## src/rtl/bidir_cfg_loader_pkg.sv

```systemverilog
// bidir_cfg_loader shared package: widths, sync word, states, index helper.
// Optional readback is enabled by defining CFG_READBACK_EN.
package bidir_cfg_pkg;

  localparam int CFG_W   = 108;
  localparam int SYNC_W  = 8;
  localparam int TRACKS  = 3;
  localparam int SLICE_W = 12;
  localparam int SIDE_W  = TRACKS * SLICE_W;
  localparam int CNT_W   = $clog2(CFG_W);
  localparam int RB_CW   = $clog2(CFG_W + 1);

  localparam logic [SYNC_W-1:0] SYNC_WORD = 8'hA5;

  typedef enum logic [1:0] {
    SYNC   = 2'd0,
    LOAD   = 2'd1,
    PAR    = 2'd2,
    COMMIT = 2'd3
  } cfg_state_e;

  // Bit index of a switch select inside the cfg bus.
  function automatic int unsigned cfg_idx(
    input int unsigned side,
    input int unsigned track,
    input int unsigned sel
  );
    return side * SIDE_W + track * SLICE_W + sel;
  endfunction

endpackage

```

## src/rtl/bidir_cfg_loader_if.sv

```systemverilog
// Serial bit stream handshake into the cfg loader.
// Optional readback is enabled by defining CFG_READBACK_EN.
interface bidir_cfg_loader_if;

  logic s_valid;
  logic s_bit;
  logic s_ready;

  modport master (
    output s_valid,
    output s_bit,
    input  s_ready
  );

  modport slave (
    input  s_valid,
    input  s_bit,
    output s_ready
  );

endinterface

```

## src/rtl/bidir_cfg_rb_shift.sv

```systemverilog
// Readback shifter: streams a snapshot of cfg out LSB first.
// Built only when CFG_READBACK_EN is defined.
module bidir_cfg_rb_shift
  import bidir_cfg_pkg::*;
(
  input  logic             clk,
  input  logic             rst_n,
  input  logic             start_i,
  input  logic [CFG_W-1:0] data_i,
  output logic             rb_valid_o,
  output logic             rb_bit_o
);

  logic [CFG_W-1:0] sh_q, sh_d;
  logic [RB_CW-1:0] left_q, left_d;
  logic             active;

  assign active     = left_q != '0;
  assign rb_valid_o = active;
  assign rb_bit_o   = sh_q[0];

  // Snapshot on start, then one bit per cycle until empty.
  always_comb begin
    sh_d   = sh_q;
    left_d = left_q;
    if (active) begin
      sh_d   = {1'b0, sh_q[CFG_W-1:1]};
      left_d = left_q - 1'b1;
    end else if (start_i) begin
      sh_d   = data_i;
      left_d = RB_CW'(CFG_W);
    end
  end

  // Shifter state registers.
  always_ff @(posedge clk or negedge rst_n) begin
    if (!rst_n) begin
      sh_q   <= '0;
      left_q <= '0;
    end else begin
      sh_q   <= sh_d;
      left_q <= left_d;
    end
  end

endmodule

```

## src/rtl/bidir_cfg_loader.sv

```systemverilog
// Serial cfg loader: sync hunt, shadow load, parity check, commit.
// Define CFG_READBACK_EN to add the rb_req/rb_valid/rb_bit readback port.
module bidir_cfg_loader
  import bidir_cfg_pkg::*;
(
  input  logic              clk,
  input  logic              rst_n,
  bidir_cfg_loader_if.slave s,
  output logic [CFG_W-1:0]  cfg,
  output logic              busy,
  output logic              cfg_done,
  output logic              cfg_err
`ifdef CFG_READBACK_EN
  ,
  input  logic              rb_req,
  output logic              rb_valid,
  output logic              rb_bit
`endif
);

  localparam logic [1:0] S_SYNC   = SYNC;
  localparam logic [1:0] S_LOAD   = LOAD;
  localparam logic [1:0] S_PAR    = PAR;
  localparam logic [1:0] S_COMMIT = COMMIT;

  logic [1:0]        state_q, state_d;
  logic [CNT_W-1:0]  cnt_q, cnt_d;
  logic [CFG_W-1:0]  shadow_q, shadow_d;
  logic [SYNC_W-1:0] sync_q, sync_d;
  logic [CFG_W-1:0]  cfg_q, cfg_d;
  logic              done_q, done_d;
  logic              err_q, err_d;
  logic              acc;
  logic [SYNC_W-1:0] sync_nx;

  assign s.s_ready = state_q != S_COMMIT;
  assign acc       = s.s_valid && s.s_ready;
  assign sync_nx   = {sync_q[SYNC_W-2:0], s.s_bit};
  assign busy      = state_q != S_SYNC;
  assign cfg       = cfg_q;
  assign cfg_done  = done_q;
  assign cfg_err   = err_q;

  // Frame FSM and shadow/cfg datapath.
  always_comb begin
    state_d  = state_q;
    cnt_d    = cnt_q;
    shadow_d = shadow_q;
    sync_d   = sync_q;
    cfg_d    = cfg_q;
    done_d   = 1'b0;
    err_d    = 1'b0;
    unique case (1'b1)
      state_q == S_SYNC: begin
        if (acc) begin
          sync_d = sync_nx;
          if (sync_nx == SYNC_WORD) begin
            state_d = S_LOAD;
            cnt_d   = '0;
          end
        end
      end
      state_q == S_LOAD: begin
        if (acc) begin
          shadow_d[cnt_q] = s.s_bit;
          if (cnt_q == CNT_W'(CFG_W - 1))
            state_d = S_PAR;
          else
            cnt_d = cnt_q + 1'b1;
        end
      end
      state_q == S_PAR: begin
        if (acc) begin
          if ((^shadow_q ^ s.s_bit) == 1'b0) begin
            state_d = S_COMMIT;
            cfg_d   = shadow_q;
            done_d  = 1'b1;
          end else begin
            state_d = S_SYNC;
            err_d   = 1'b1;
          end
        end
      end
      default: begin
        sync_d  = '0;
        state_d = S_SYNC;
      end
    endcase
  end

  // Loader state registers.
  always_ff @(posedge clk or negedge rst_n) begin
    if (!rst_n) begin
      state_q  <= S_SYNC;
      cnt_q    <= '0;
      shadow_q <= '0;
      sync_q   <= '0;
      cfg_q    <= '0;
      done_q   <= 1'b0;
      err_q    <= 1'b0;
    end else begin
      state_q  <= state_d;
      cnt_q    <= cnt_d;
      shadow_q <= shadow_d;
      sync_q   <= sync_d;
      cfg_q    <= cfg_d;
      done_q   <= done_d;
      err_q    <= err_d;
    end
  end

`ifdef CFG_READBACK_EN
  logic rb_start;

  assign rb_start = rb_req && (state_q == S_SYNC) && !rb_valid;

  bidir_cfg_rb_shift u_rb (
    .clk        (clk),
    .rst_n      (rst_n),
    .start_i    (rb_start),
    .data_i     (cfg_q),
    .rb_valid_o (rb_valid),
    .rb_bit_o   (rb_bit)
  );
`endif

endmodule

```

## src/flat_wrapper.sv

```systemverilog
// flat-port wrapper written by rule: the top's interface ports become plain ports
module bidir_cfg_loader_flat import bidir_cfg_pkg::*;
  (clk, rst_n, cfg, busy, cfg_done, cfg_err, s_s_valid, s_s_bit, s_s_ready);
  bidir_cfg_loader_if s_i ();
  input  logic clk;
  input  logic rst_n;
  output logic [CFG_W-1:0] cfg;
  output logic busy;
  output logic cfg_done;
  output logic cfg_err;
  input wire logic [$bits(s_i.s_valid)-1:0] s_s_valid;
  input wire logic [$bits(s_i.s_bit)-1:0] s_s_bit;
  output wire logic [$bits(s_i.s_ready)-1:0] s_s_ready;
  assign s_i.s_valid = s_s_valid;
  assign s_i.s_bit = s_s_bit;
  assign s_s_ready = s_i.s_ready;
  bidir_cfg_loader u_core (.clk(clk), .rst_n(rst_n), .s(s_i), .cfg(cfg), .busy(busy), .cfg_done(cfg_done), .cfg_err(cfg_err));
endmodule
```

## config.mk

```make
export PLATFORM = sky130hd
export DESIGN_NAME = bidir_cfg_loader_flat
export DESIGN_NICKNAME = d
export VERILOG_FILES = /design/src/rtl/bidir_cfg_loader_pkg.sv /design/src/rtl/bidir_cfg_loader_if.sv /design/src/rtl/bidir_cfg_rb_shift.sv /design/src/rtl/bidir_cfg_loader.sv /design/src/flat_wrapper.sv
export SDC_FILE = /design/constraint.sdc
export NUM_CORES = 1
export LEC_CHECK = 0
export BUFFER_PORTS_ARGS = -buffer_cell sky130_fd_sc_hd__buf_4
export CAP_MARGIN = 0
export CORE_MARGIN = 8
export CORE_UTILIZATION = 25
export DETAILED_ROUTE_END_ITERATION = 10
export SLEW_MARGIN = 20
export SYNTH_ARGS = -nofsm -noshare
export SYNTH_HDL_FRONTEND = slang
export SYNTH_SLANG_ARGS = --single-unit
export TNS_END_PERCENT = 30
```

## constraint.sdc

```tcl
create_clock -name clk -period 8.25 [get_ports clk]
set_input_delay 1.65 -clock clk [delete_from_list [all_inputs] [get_ports clk]]
set_output_delay 1.65 -clock clk [all_outputs]
set_load 0.02 [all_outputs]
```

==> impl_results.md <==
* Number of I/O pins at 116
* Max cap viols at 0
* Die width at 221.8 µm
* Min Hold Slack at 507.8 ps
* Synth Flop Type: dfrtp_1
* DRT Wirelength at 27,500 µm
* Mean number of vias per cell at 4.335
* EDFF count, synth at 0
* Power per cell area at 213.6 nW/µm²
* Initial core utilization at 0.2530
* Cts repair resizes at 0
* Max Freq at 0.2367 GHz
* Clk Latency, worst-skew pair at 530 ps
* Count of final setup violators at 0
* Die Y at 221.8 µm
* Worst setup SP type: primary input
* Area Growth Syn to Fin at 21.22%
* Synthesized area at 10,590 µm²
* Status: finished clean
* Non-filler cells, final at 1,505
* Clock buffer depth at 3
* Post-synthesis net count at 846
* CTS tree: done
* Total negative slack at 0 ps
* Area contributors post-synth: dfrtp_1 55%, mux2_2 22%, xnor2_1 7.5%
* Vias at 6,524
* Placed Cells at 1,460
* Largest net degree at the start of global routing at 111
* Ant diodes at 0
* DR WL/cell at 18.27 µm
* IO Port Bufs at 115
* CORE AREA at 41,850 µm²
* Worst-path clk slew at 60 ps
* Worst Setup End Kind: flip-flop
* RSZ-0062 raised after global routing: no
* GRT Resource Usage Total at 0.1101
* Critical Path AT at 4630 ps
* Hold bufs inserted after CTS at 0
* Slew margin rel. at 0.3007
* Filler cells at 4,248
* Final nets at 957
* Mapped Cells at 837
* Clock root cell: clkbuf_16
* Flops & latches, synth at 234
* Share of layout cells above drive strength 1 at 0.3975
* Final Hold Vio Count at 0
* First-pass iteration count of the detailed router at 4
* R2R Setup Slk at 4570 ps
* Post-route ant nets at 0
* YS warnings at 0
* Fin Clk Skew at 11.43 ps
* Syn avg cell area at 12.65 µm²
* Peak VDD IR at 0.0001200 V
* Crit Path Max Fanout at 72
* Worst Path Required at 8660 ps
* First-pass GRT wire length at 42,750 µm
* Top layer reached by signal wires: met4
* Pins Over Slew Limit at 0
* Fraction of registers with async set/reset at 1.000
* CP Class: primary input to flip-flop
* Die ar. at 49,200 µm²
* 1st-iter DRT viols at 477
* Seq/Total Area, Yosys at 0.5530
* Row count at 75
* Type of the most critical hold path: flip-flop to flip-flop
* Top cell type by total area after synthesis: dfrtp_1
* DRC at 0
* Vias in the first global route at 6,708
* Final period utilization at 0.5121
* Routed wl met3 at 1513 µm
* Cts bufs inserted at 25
* Initial antenna violation count at 0
* Pleak at 6.075 nW
* Wl on met1 at 13,100 µm
* Yosys cell types at 34
* GRT overflow at 0
* Fin util at 0.3067
* Top cell type's share of synthesized area at 0.5530
* Slew @ Worst Pin at 1046 ps
* H-tree Lvls at 1
* Setup bufs post-CTS at 0
* Fin crit period at 4225 ps
* DP Wirelength at 19,240 µm
* CTS sink count at 234
* Met2 WL post-DR at 12,560 µm
* Global placer's final weighted congestion at 0.7871
## Yosys cell counts (4+ instances only)
library cell,instances
nor3_1,7
dfrtp_1,234
buf_2,9
inv_1,4
xnor2_1,91
a22oi_1,7
nor2b_1,7
ha_1,5
nand2b_1,5
o21ai_0,16
nand3_1,10
clkbuf_1,28
nand2_1,84
xor2_1,13
mux2_2,207
mux2_4,9
nor2_1,70
## routing by layer
| metal | up-vias | global-route usage |
|---|---|---|
| li1 | 3076 | - |
| met2 | 138 | 0.1727 |
| met4 | 0 | 0.01967 |
| met1 | 3288 | 0.1556 |
| met5 | - | 0 |
| met3 | 22 | 0.02354 |
## final cells by class
class / instances / area (µm²) / share of cell area
Clock buffer: 34 / 719.4 / 0.05605
Clock inverter: 11 / 66.31 / 0.005166
Inverter: 5 / 18.77 / 0.001462
Multi-Input combinational cell: 558 / 4538 / 0.3535
Sequential cell: 234 / 5856 / 0.4562
Tap cell: 539 / 674.4 / 0.05254
Timing Repair Buffer: 124 / 963.4 / 0.07506
## layout by cell type, fill, tap and decap left out, types with 2 or more instances in the layout
cell / count
inv_6: 2
nand3_1: 10
clkbuf_1: 3
nand4_1: 2
buf_12: 2
a22oi_1: 7
nor2b_1: 6
inv_1: 4
clkbuf_16: 25
xnor3_1: 2
a31oi_1: 2
nand2_1: 84
dfrtp_1: 234
clkbuf_8: 6
buf_4: 121
xor2_1: 13
and2_1: 3
nor3_1: 7
xnor2_1: 91
mux2_2: 207
o21ai_0: 16
ha_1: 5
clkinv_2: 8
a21oi_1: 2
mux2_4: 9
nor3b_1: 3
nand2b_1: 5
nand3b_1: 3
nor2_1: 70
o31ai_1: 3
## critical path: stages
cell	delay, ps
buf_4	130
xnor2_1	190
xnor2_1	160
xnor2_1	150
xnor2_1	160
xnor3_1	340
xnor3_1	280
nor2b_4	480
buf_12	260
buf_12	330
mux2_2	390
## flip-flops by register name, summed over array words and instances (netlist names)
name and flops:
u_core.cfg_done 1, u_core.cnt_q 7, u_core.cfg_err 1, u_core.sync_q 7, u_core.shadow_q 108, u_core.cfg 108
u_core.state_q 2
## stage by stage
stage / cell area [µm²] / worst slack (ps) / power (W)
6_report: 12840 / 4025 / 0.002742
5_1_grt: 12840 / 3807 / 0.002875
4_1_cts: 12840 / 4028 / 0.002788
3_5_place_dp: 12050 / 3469 / 0.001698
3_3_place_gp: 12030 / 3146 / 0.001684
2_1_floorplan: 10590 / 4415 / 0.001550
## final timing paths
kind                                      startpoint             end  depth (start not counted)
worst min-delay path                   u_core.cfg[3]   u_core.cfg[3]                          1
min in group asynchronous                      rst_n   u_core.cfg[4]                          1
worst max-delay path                         s_s_bit  u_core.cfg[89]                         11
worst min register to register         u_core.cfg[3]   u_core.cfg[3]                          1
worst max register to register  u_core.shadow_q[107]  u_core.cfg[89]                         10
max in group asynchronous                      rst_n  u_core.cfg[67]                          2
## power breakdown
group / switching [W] / total, W / internal (W)
Sequential: 0.0000371 / 0.00122 / 0.00118
Clock: 0.000462 / 0.00107 / 0.000612
Combinational: 0.000268 / 0.000450 / 0.000182
Total: 0.000767 / 0.00274 / 0.00198
## cells by family after synthesis
kind of cell             share of synthesized area
AND/OR/NAND/NOR                            0.07964
adder cells (fa/ha/maj)                   0.005908
buffers and inverters                      0.01914
AO/OA/AOI/OAI                              0.01914
flip-flops                                  0.5530
XOR/XNOR                                   0.09027
multiplexers                                0.2329
No activity file was read; power rests on OpenSTA's default activity.
